## src/rtl/prog_seq_counter_pkg.sv

```systemverilog
// Shared constants and helpers for the programmable sequence counter.
//   DEF_WIDTH   : default code width of Q and of the table entries
//   DEF_SEQ_LEN : default table depth
//   DEF_IDXW    : default index width
//   reset_code(): code loaded into table entry i on reset (identity map)
package prog_seq_counter_pkg;

  localparam int DEF_WIDTH   = 4;
  localparam int DEF_SEQ_LEN = 8;
  localparam int DEF_IDXW    = 3;

  // The caller truncates the result to its own code width.
  function automatic int unsigned reset_code(input int unsigned i);
    return i;
  endfunction

endpackage

```

## src/rtl/seq_table.sv

```systemverilog
// Code table for the sequence counter: register file, write port,
// read mux and lowest-index match search.
//   Clk, nReset        : clock, synchronous active-low reset (identity table)
//   wr_en/addr/data    : table write port; addresses >= SEQ_LEN are dropped
//   rd_idx -> rd_data  : combinational read of the current entry
//   key, len           : search value and active length (entries 0..len-1)
//   found, match_idx   : search result; lowest matching index wins
module seq_table
  import prog_seq_counter_pkg::*;
#(
  parameter int WIDTH   = DEF_WIDTH,
  parameter int SEQ_LEN = DEF_SEQ_LEN,
  parameter int IDXW    = DEF_IDXW
) (
  input  logic            Clk,
  input  logic            nReset,
  input  logic            wr_en,
  input  logic [IDXW-1:0] wr_addr,
  input  logic [WIDTH-1:0] wr_data,
  input  logic [IDXW-1:0] rd_idx,
  output logic [WIDTH-1:0] rd_data,
  input  logic [WIDTH-1:0] key,
  input  logic [IDXW:0]   len,
  output logic            found,
  output logic [IDXW-1:0] match_idx
);

  localparam logic [IDXW:0] SEQ_LEN_V = (IDXW+1)'(SEQ_LEN);

  logic [WIDTH-1:0] tbl [SEQ_LEN];

  always_ff @(posedge Clk) begin
    if (!nReset) begin
      for (int i = 0; i < SEQ_LEN; i++) begin
        tbl[i] <= WIDTH'(reset_code(i));
      end
    end else if (wr_en && ({1'b0, wr_addr} < SEQ_LEN_V)) begin
      tbl[wr_addr] <= wr_data;
    end
  end

  always_comb begin
    rd_data = '0;
    if ({1'b0, rd_idx} < SEQ_LEN_V) begin
      rd_data = tbl[rd_idx];
    end
  end

  // Scan from the top down so the lowest matching index is the last one kept.
  always_comb begin
    found     = 1'b0;
    match_idx = '0;
    for (int i = SEQ_LEN - 1; i >= 0; i--) begin
      if ((i < int'(len)) && (tbl[i] == key)) begin
        found     = 1'b1;
        match_idx = IDXW'(i);
      end
    end
  end

endmodule

```

## src/rtl/prog_seq_counter.sv

```systemverilog
// Programmable sequence counter: steps an index through a writable code
// table and presents table[idx] as the current code.
//   Clk, nReset          : clock, synchronous active-low reset
//   load, data_in        : jump to the lowest index holding data_in
//   count_en, up, wrap   : step direction and end behaviour (wrap / saturate)
//   len_cfg              : active length; 0 or > SEQ_LEN selects SEQ_LEN
//   wr_en/addr/data      : table write port
//   Q, idx               : current code and index
//   tc                   : terminal count in the selected direction
//   load_err             : one-cycle pulse after a load whose value was absent
module prog_seq_counter
  import prog_seq_counter_pkg::*;
#(
  parameter int WIDTH   = DEF_WIDTH,
  parameter int SEQ_LEN = DEF_SEQ_LEN,
  parameter int IDXW    = DEF_IDXW
) (
  input  logic             Clk,
  input  logic             nReset,
  input  logic             load,
  input  logic             count_en,
  input  logic             up,
  input  logic             wrap,
  input  logic [IDXW:0]    len_cfg,
  input  logic [WIDTH-1:0] data_in,
  input  logic             wr_en,
  input  logic [IDXW-1:0]  wr_addr,
  input  logic [WIDTH-1:0] wr_data,
  output logic [WIDTH-1:0] Q,
  output logic [IDXW-1:0]  idx,
  output logic             tc,
  output logic             load_err
);

  localparam logic [IDXW:0] SEQ_LEN_V = (IDXW+1)'(SEQ_LEN);
  localparam logic [IDXW:0] ONE_V     = (IDXW+1)'(1);

  logic [IDXW:0]   len_act;
  logic [IDXW-1:0] last_idx;
  logic            idx_over;
  logic            found;
  logic [IDXW-1:0] match_idx;
  logic [IDXW-1:0] idx_nxt;
  logic            err_nxt;

  assign len_act  = ((len_cfg == '0) || (len_cfg > SEQ_LEN_V)) ? SEQ_LEN_V : len_cfg;
  assign last_idx = IDXW'(len_act - ONE_V);
  // Index left beyond the end after the active length was shrunk.
  assign idx_over = ({1'b0, idx} >= len_act);

  seq_table #(
    .WIDTH   (WIDTH),
    .SEQ_LEN (SEQ_LEN),
    .IDXW    (IDXW)
  ) u_table (
    .Clk       (Clk),
    .nReset    (nReset),
    .wr_en     (wr_en),
    .wr_addr   (wr_addr),
    .wr_data   (wr_data),
    .rd_idx    (idx),
    .rd_data   (Q),
    .key       (data_in),
    .len       (len_act),
    .found     (found),
    .match_idx (match_idx)
  );

  assign tc = up ? (idx == last_idx) : (idx == '0);

  always_comb begin
    idx_nxt = idx;
    err_nxt = 1'b0;
    if (load) begin
      if (found) idx_nxt = match_idx;
      else       err_nxt = 1'b1;
    end else if (count_en) begin
      if (idx_over) begin
        idx_nxt = up ? '0 : last_idx;
      end else if (up) begin
        if (idx == last_idx) idx_nxt = wrap ? '0 : last_idx;
        else                 idx_nxt = idx + 1'b1;
      end else begin
        if (idx == '0) idx_nxt = wrap ? last_idx : '0;
        else           idx_nxt = idx - 1'b1;
      end
    end
  end

  always_ff @(posedge Clk) begin
    if (!nReset) begin
      idx      <= '0;
      load_err <= 1'b0;
    end else begin
      idx      <= idx_nxt;
      load_err <= err_nxt;
    end
  end

endmodule

```

## config.mk

```make
export PLATFORM = sky130hd
export DESIGN_NAME = prog_seq_counter
export DESIGN_NICKNAME = d
export VERILOG_FILES = /design/src/rtl/prog_seq_counter_pkg.sv /design/src/rtl/seq_table.sv /design/src/rtl/prog_seq_counter.sv
export SDC_FILE = /design/constraint.sdc
export NUM_CORES = 1
export LEC_CHECK = 0
export ABC_CLOCK_PERIOD_IN_PS = 2960
export BUFFER_PORTS_ARGS = -buffer_cell sky130_fd_sc_hd__buf_2
export CELL_PAD_IN_SITES_DETAIL_PLACEMENT = 1
export CELL_PAD_IN_SITES_GLOBAL_PLACEMENT = 1
export CORE_MARGIN = 1.5
export CORE_UTILIZATION = 46
export CTS_CLUSTER_DIAMETER = 50
export DETAILED_ROUTE_END_ITERATION = 16
export PLACE_DENSITY_LB_ADDON = 0.1
export REMOVE_ABC_BUFFERS = 1
export SYNTH_ARGS = -nofsm -noshare
export SYNTH_HDL_FRONTEND = slang
export SYNTH_SLANG_ARGS = --single-unit
```

## constraint.sdc

```tcl
create_clock -name Clk -period 2.96 [get_ports Clk]
set_input_delay 0.74 -clock Clk [delete_from_list [all_inputs] [get_ports Clk]]
set_output_delay 0.74 -clock Clk [all_outputs]
set_load 0.1 [all_outputs]
```

* Word-level counts from Yosys, hierarchy flattened
Memory sizes are Yosys's and may differ from the RTL's. A register that Yosys moved wholly into a read port is not among the register bits.
Cells that the tools add are included.
** Word-level totals
- Bits in registers :: 4
- Bits in latches :: 0
- RAM bits :: 32
- Bits in read-only memories :: 0
- Input port bits :: 22
- Output and inout port bits :: 9
- Memories kept :: 1
** Memory list
- u_table.tbl :: words 8, bits a word 4, read ports 9, clocked after Yosys merged registers in 1, wr ports 8, RTL line seq_table.sv:30 : logic [WIDTH-1:0] tbl [SEQ_LEN];
** Operators by class
- $add $sub $neg :: 3
- Multiply operators :: 0
- Div/mod/pow operators :: 0
- $lt $le $gt $ge :: 10
- Eq/ne operators :: 10
- Shift-type cells :: 0
- Mux-type cells :: 38
- Bitwise operators :: 0
- Reduce and logical (&&, ||, !) cells :: 15
** Operators with widths (number)
- 3-bit 2-to-1 mux :: 21
- 4-bit equality test :: 8
- 3-bit by 4-bit less-than comparator with 1-bit output, first input constant :: 4
- 1-bit 2-to-1 mux :: 15
- 1-bit logical AND :: 8
- 1-bit by 4-bit less-than comparator with 1-bit output, first input constant :: 2
- 2-bit by 4-bit less-than comparator with 1-bit output, first input constant :: 2
- 4-bit 2-to-1 mux :: 2
- 3-bit by 1-bit subtractor with 3-bit output, second input constant :: 2
- 3-bit by 4-bit greater-or-equal comparator with 1-bit output :: 1
- 4-bit greater-than comparator, second input constant :: 1
- 4-bit zero test :: 1
- 2-bit AND reduction :: 2
- 4-bit OR reduction :: 1
- 3-bit by 1-bit adder with 3-bit output, second input constant :: 1
- 3-bit equality test :: 1
- 3-bit zero test :: 1
- 2-bit by 1-bit inequality test with 1-bit output, second input constant :: 1
- 2-bit nonzero test :: 1
- 1-bit logical OR :: 1

* Depth between registers and ports, before layout
Gate-level depths: netlist (run 1).
- Word-level depth :: 17
- Mapped depth :: 10

* Hierarchy
Synthesis (run 1) repeated with hierarchy kept, for this count alone.
** Second synthesis, totals
- Cells, all modules :: 254
- Area total of the unflattened synthesis :: 2687.6 um^2
** By module, submodules not included
- seq_table :: times used 1, cells an instance 174, area each 2077.0 um^2
- prog_seq_counter :: times used 1, cells an instance 80, area each 610.6 um^2

* Worst setup path before layout (run 1)
Ideal clock, no wire load.
- Kind :: register to output
- Start :: register idx[0]
- End :: output port tc
- Arrival :: 2372 ps
- Data required time :: 2220 ps
- Slack :: -152 ps
- Stages on the path, launching flop included :: 6
- Path through :: dfxtp_1 -> inv_1 -> ha_1 -> nand2b_1 -> nor2_1 -> mux2_2
** Between the ends
- Word-level cells in the longest chain between the ends :: 2
- Elaborated cells between the ends (all ways) :: 3
- Those cells by class :: eq/ne (1); mux (1); reduce/logical (1)
** RTL lines
- from (decl) :: RTL line prog_seq_counter.sv:30 : output logic [IDXW-1:0] idx,
- from (signal assigned) :: RTL line prog_seq_counter.sv:95 : idx <= idx_nxt;
- 3-bit equality test / 3-bit zero test (equally long branches) :: RTL line prog_seq_counter.sv:69 : assign tc = up ? (idx == last_idx) : (idx == '0);
- 1-bit 2-to-1 mux (*) :: RTL line prog_seq_counter.sv:69
- to (decl) :: RTL line prog_seq_counter.sv:31 : output logic tc,
Every way passes the cells marked *; elsewhere a longest branch is shown, timed or not.

* Worst setup path in the final report (run 1)
- Start :: input port len_cfg[3]
- End :: output port tc
** Between the ends
- Word-level cells in the longest chain between the ends :: 6
- Elaborated cells between the ends (all ways) :: 7
- Those cells by class :: add/sub (1); order compare (1); eq/ne (1); mux (2); reduce/logical (2)
** RTL lines
- from (decl) :: RTL line prog_seq_counter.sv:24 : input logic [IDXW:0] len_cfg,
- 4-bit greater-than comparator / 4-bit zero test (equally long branches) :: RTL line prog_seq_counter.sv:46 : assign len_act = ((len_cfg == '0) || (len_cfg > SEQ_LEN_V)) ? SEQ_LEN_V : len_cfg;
- 1-bit logical OR (*) :: RTL line prog_seq_counter.sv:46
- 4-bit 2-to-1 mux (*) :: RTL line prog_seq_counter.sv:46
- 3-bit by 1-bit subtractor with 3-bit output (*) :: RTL line prog_seq_counter.sv:47 : assign last_idx = IDXW'(len_act - ONE_V);
- 3-bit equality test (*) :: RTL line prog_seq_counter.sv:69
- 1-bit 2-to-1 mux (*) :: RTL line prog_seq_counter.sv:69
Marks and branches as above.

==> impl_metrics.ini, run 1 <==
[cts]
clkSlewWorstSetupHoldPaths_ns = 0.08
root_buffer = clkbuf_8
post_cts_buffers = 0
clock-sinks = 39
cts-buffers-inserted = 5
postCtsHoldBufs = 0
cts_tree = yes
clk_latency_ns = 0.29
cts_max_path_buffers = 2
htree_levels = 2

[floorplanning]
fp.dieArea_um2 = 6347
initial_utilization_pct = 48.51
core_area_um2 = 5574
pin_count = 31
die_w_um = 79.67
die_y_um = 79.67
num_rows = 27

[detailed_routing]
routedWlPerCell_um = 17.96
drtIter0Drc = 32
drt_wl_total_mm = 6.446
final_antenna_net_count = 0
vias = 2014
drc_errors = 0
first_pass_iters = 4
routed_via_density = 5.610

[finish]
layout.nets = 317
drive_gt1_share_pct = 25.44
n_antenna_cell = 0
fin_cells = 359
utilization_pct = 55.24
syn2layout_area_growth_pct = 13.88

[critical_path]
cp_num_buf_inv = 2
critPathKind = in -> out
path_depth = 8
crit_required_ns = 2.22
worstPathCellList = buf_2, nand2b_2, ha_4, xor2_1, xnor2_1, nor2_2, mux2_4, buf_12
start_kind = input pin
r2r-start = idx[0]$_SDFFE_PN0P_
r2r_cells = 9
critPathSlowestCell = mux2_4
critical_path.endpoint_type = output pin
reg2reg_slack_ns = 0.75
worst_path_dominant_cell_family = XOR/XNOR gates
worstPathArrival_ns = 2.13
path_max_fanout = 4
startpoint = len_cfg[3]
max_stage_delay_ns = 0.28

[min_path]
hold_depth = 1
hp-class = reg -> reg
hold_end = idx[1]$_SDFFE_PN0P_
holdCritStartpoint = idx[1]$_SDFFE_PN0P_

[power_and_ir_drop]
swShare_pct = 38.64
intPower_mw = 1.007
leakagePower_nw = 1.155
seqPwrFrac_pct = 41.6
p_clk_share_pct = 22.4
p_sw_uw = 633.9
p_per_area_nw_per_um2 = 532.8
ir_drop_v = 0.0003016
pwr-share-comb_pct = 36.0

[logic_synthesis]
yosys.area_share.xor_xnor_pct = 11.94
synth_area_um2 = 2704
synthTopCellsByCount = edfxtp_1 (32), xor2_1 (25), and2_1 (20)
synthSimpleGateAreaFrac_pct = 20.87
synth.distinct_cells = 48
syn_area_per_cell_um2 = 10.82
ys_warn_count = 0
synth.most_common_cell = edfxtp_1
synth_edf_count = 32
synthMuxAreaShare_pct = 9.533
seq_area_frac_synth_pct = 40.72
synthFlopType = edfxtp_1
netlist.top_cell.by_area = edfxtp_1
synth_top_cell_area_share_pct = 35.54
synth_fa_ha_area_share_pct = 4.165
netlist_instances = 250
synthTopCellsByArea = edfxtp_1 (36%), xor2_1 (8.1%), mux4_2 (6.7%)
synthArstFlopShare_pct = 0
ys_ff_latch = 39
synth_top_family_by_area = simple AND/OR/NAND/NOR gates
synth-compound-area-share_pct = 9.394

[placed_design]
dp_hpwl_mm = 5.319
port_buffers = 30
globalplace.congestion = 0.7849
placedCellCount = 351

[sta]
timing.final.crit_share_pct = 96.97
min_period_ns = 2.870
skew_ns = 0.006010
relSlewSlack_pct = 56.35
worst_pin_slew_ns = 0.6479
final_max_slew_viol_count = 0
fmax_mhz = 348.4
hold_viol = 0
setup_violations = 0

[grt]
grt_pass1_vias = 2163
antenna_found_initial = 0
track_usage_pct = 21.37
grt_max_degree = 15
grt_pass1_wl_mm = 10.14
gr-total-overflow = 0

[status]
outcome = complete, no violations

[job]
max_cap_violations = 0
[power groups by stage]
stage	combinational, mW	clock [mW]	sequential [mW]
detailed placement	0.588	0	0.695
global placement	0.577	0	0.693
global route	0.630	0.392	0.688
floorplan	0.378	0	0.739
CTS	0.592	0.376	0.683
finish	0.591	0.367	0.683
[metal layers]
metal | up-vias | global-route usage [%] | routed length (µm)
met5 | - | 0 | 0
met4 | 0 | 8.772 | 169
met2 | 42 | 42.12 | 3509
li1 | 983 | - | -
met3 | 18 | 2.743 | 153
met1 | 971 | 22.35 | 2615
[cell families (layout without fill, tap and decap cells)]
family | count (synthesis) | after routing
buffers and inverters | 18 | 55
multiplexers | 15 | 15
XOR/XNOR | 36 | 36
adder cells (fa/ha/maj) | 9 | 9
AND/OR/NAND/NOR | 96 | 96
flip-flops | 39 | 39
AO/OA/AOI/OAI | 37 | 37
[through the flow]
| stage | hold slack, ns | TNS (ns) | setup slack [ns] | area [µm²] | power [mW] |
|---|---|---|---|---|---|
| final | 0.6853 | 0 | 0.08981 | 3079 | 1.641 |
| after global routing | 0.7156 | -0.01182 | -0.01182 | 3079 | 1.710 |
| after CTS | 0.6959 | 0 | 0.03377 | 3060 | 1.651 |
| after detailed placement | 0.6817 | -0.007309 | -0.007309 | 2965 | 1.284 |
| after global placement | 0.6730 | 0 | 0.01996 | 2965 | 1.270 |
| after floorplan | 0.8617 | -0.1519 | -0.1519 | 2643 | 1.117 |
[registers in the layout (all words and copies together), names as in the netlist, named ones only]
register     cells
load_err         1
u_table.tbl     32
idx              3
[repair_timing]
action                                  4_1_cts  5_1_grt
endpoints found under the setup margin        1        1
endpoints found under the hold margin         0        0
gates resized for setup                       1        4
pin swaps                                     0        2
[how the worst max path moves through the flow]
stage | end | slack [ns]
after floorplan | tc | -0.15
after global placement | tc | 0.02
after detailed placement | tc | -0.007
after CTS | tc | 0.03
after global routing | tc | -0.01
final | tc | 0.09
[layout by cell type, fill, tap and decap left out, types with 3 or more instances in the layout]
master / n
buf_2: 29
nor2_1: 12
buf_4: 9
a21oi_1: 6
mux2_2: 5
and2_1: 20
nor2b_1: 4
inv_1: 8
xor2_1: 25
nand3_1: 3
nor4_1: 3
dfxtp_1: 7
clkbuf_8: 5
ha_1: 8
o21ai_0: 13
nand2_1: 12
or3_1: 11
o221a_1: 4
xnor2_1: 10
edfxtp_1: 32
nand2b_1: 8
nor4_2: 3
mux4_2: 8
nor3_1: 7
[final cells by class]
type / instances / area, µm²
clock inverter: 3 / 23.77
clock buffer: 5 / 68.82
sequential: 39 / 1101
tap: 72 / 90.09
timing repair buffer: 39 / 232.7
fill: 645 / 2495
multi-input combinational: 193 / 1533
inverter: 8 / 30.03
[worst register-to-register path: stages (launching register included)]
cell and delay, ns:
dfxtp_1 0.39, inv_1 0.14, ha_1 0.33, nand2b_1 0.18, buf_4 0.15, nor2b_1 0.13
mux2i_1 0.21, a21oi_1 0.11, nor3_1 0.29, o221a_1 0.23
Power figures use the tool's default switching activity.
==> run 2: changes to the inputs <==
Settings changed: BUFFER_PORTS_ARGS -buffer_cell sky130_fd_sc_hd__buf_2 to -buffer_cell sky130_fd_sc_hd__buf_4.
==> run 2 against run 1 <==
Against the previous run: power increased by 7.1%; final area grew 4.0%; first-iteration DRC count increased by 59%; largest power group unchanged; worst hold slack better by 0.024 ns; via count grew 0.89%.
==> impl_metrics.ini, run 2 (synthesis results as in run 1) <==
[status]
outcome = complete, no violations

[critical_path]
start_kind = input pin
critPathSlowestCell = ha_4
critical_path.endpoint_type = output pin
crit_required_ns = 2.22
worstPathCellList = buf_4, nand2b_2, ha_4, xor2_2, nand2b_1, nor2_2, mux2_4, buf_12
path_max_fanout = 4
cp_num_buf_inv = 2
max_stage_delay_ns = 0.30
worst_path_dominant_cell_family = simple AND/OR/NAND/NOR gates
critPathKind = in -> out
worstPathArrival_ns = 2.14

[grt]
track_usage_pct = 22.93
grt_pass1_vias = 2243
antenna_found_initial = 0
grt_max_degree = 17
gr-total-overflow = 0
grt_pass1_wl_mm = 10.83

[finish]
nFillCells = 599
regArea_um2 = 1101
utilization_pct = 57.44
final_common_cell = buf_4
largest_register_ffs = 32
top_regs = u_table.tbl x32, idx x3, load_err x1
n_antenna_cell = 0
multi_input_area_um2 = 1540
syn2layout_area_growth_pct = 18.42
fin_cells = 362
drive_gt1_share_pct = 26.55
fin_area_um2 = 3202
top_register = u_table.tbl
layout.nets = 320
final_cell_mix = buf_4 (41), edfxtp_1 (32), xor2_1 (24)

[sta]
final_max_slew_viol_count = 0
holdWs_ns = 0.7097
worst_pin_slew_ns = 0.6242
relSlewSlack_pct = 57.95
fmax_mhz = 346.8
setup_violations = 0
min_period_ns = 2.883
skew_ns = 0.003836
timing.final.crit_share_pct = 97.41
fin_ws_ns = 0.07674
hold_viol = 0

[placed_design]
dp_hpwl_mm = 5.284
placed_cell_area_um2 = 3040
post-place-ws_ns = -0.1288
placedCellCount = 353
port_buffers = 30
globalplace.congestion = 0.7579

[detailed_routing]
routedWlPerCell_um = 18.54
drt_wl_total_mm = 6.713
drtIter0Drc = 51
first_pass_iters = 4
routed_via_density = 5.613
vias = 2032
drc_errors = 0
final_antenna_net_count = 0

[cts]
root_buffer = clkbuf_8
cts_max_path_buffers = 2
cts_tree = yes
cts-buffers-inserted = 5
postCtsHoldBufs = 0
clkSlewWorstSetupHoldPaths_ns = 0.08
clk_latency_ns = 0.29
clock-sinks = 39
htree_levels = 2

[power_and_ir_drop]
p_per_area_nw_per_um2 = 548.9
ir_drop_v = 0.0003158
leakagePower_nw = 1.210

[floorplanning]
initial_utilization_pct = 48.51
die_w_um = 79.67
pin_count = 31
fp.dieArea_um2 = 6347
die_y_um = 79.67
core_area_um2 = 5574
num_rows = 27

[min_path]
hp-class = reg -> reg

[job]
max_cap_violations = 0
-- run 2: cell types whose count changed in the layout (fill, tap and decap cells not counted), sizes merged --
cell and change:
inv -1, bufinv +1, clkinv +2, buf +3, clkinvlp -2
-- run 2: worst paths after layout --
| check | start | end | slack (ns) | depth (start not counted) |
|---|---|---|---|---|
| setup / recovery | len_cfg[3] | tc | 0.08 | 8 |
| hold / removal | idx[1]$_SDFFE_PN0P_ | idx[1]$_SDFFE_PN0P_ | 0.71 | 1 |
| setup reg to reg | u_table.tbl[7][1]$_SDFFCE_PN1P_ | register | 0.72 | 7 |
| hold reg to reg | idx[1]$_SDFFE_PN0P_ | idx[1]$_SDFFE_PN0P_ | 0.71 | 1 |
-- run 2: repair_timing --
action / in CTS / in global routing
endpoints found under the setup margin: 1 / 1
buffers inserted: 0 / 1
pin swaps: 1 / 1
gates resized for setup: 4 / 4
-- run 2: where the power goes --
part           internal, mW  switching, mW
Combinational         0.233          0.391
Sequential            0.636         0.0533
Clock                 0.251          0.194
Total                  1.12          0.638
-- run 2: layout make-up --
| type | instances | area share, % |
|---|---|---|
| Clock inverter | 3 | 1.368 |
| Clock buffer | 5 | 2.149 |
| Inverter | 8 | 0.9379 |
| Multi-Input combinational cell | 193 | 48.10 |
| Tap cell | 72 | 2.814 |
| Timing Repair Buffer | 42 | 10.24 |
| Sequential cell | 39 | 34.39 |
-- run 2: stage by stage --
stage | power, mW | TNS, ns
finish | 1.757 | 0
global route | 1.830 | -0.002124
CTS | 1.755 | 0
detailed placement | 1.301 | -0.1288
global placement | 1.289 | -0.05554
floorplan | 1.117 | -0.1519
-- run 2: layer usage --
| metal | track usage (%) | vias up | routed length [µm] |
|---|---|---|---|
| met5 | 0 | - | 0 |
| met4 | 7.544 | 0 | 133 |
| met3 | 3.657 | 13 | 154 |
| met2 | 46.44 | 39 | 3711 |
| met1 | 23.23 | 998 | 2712 |
| li1 | - | 982 | - |
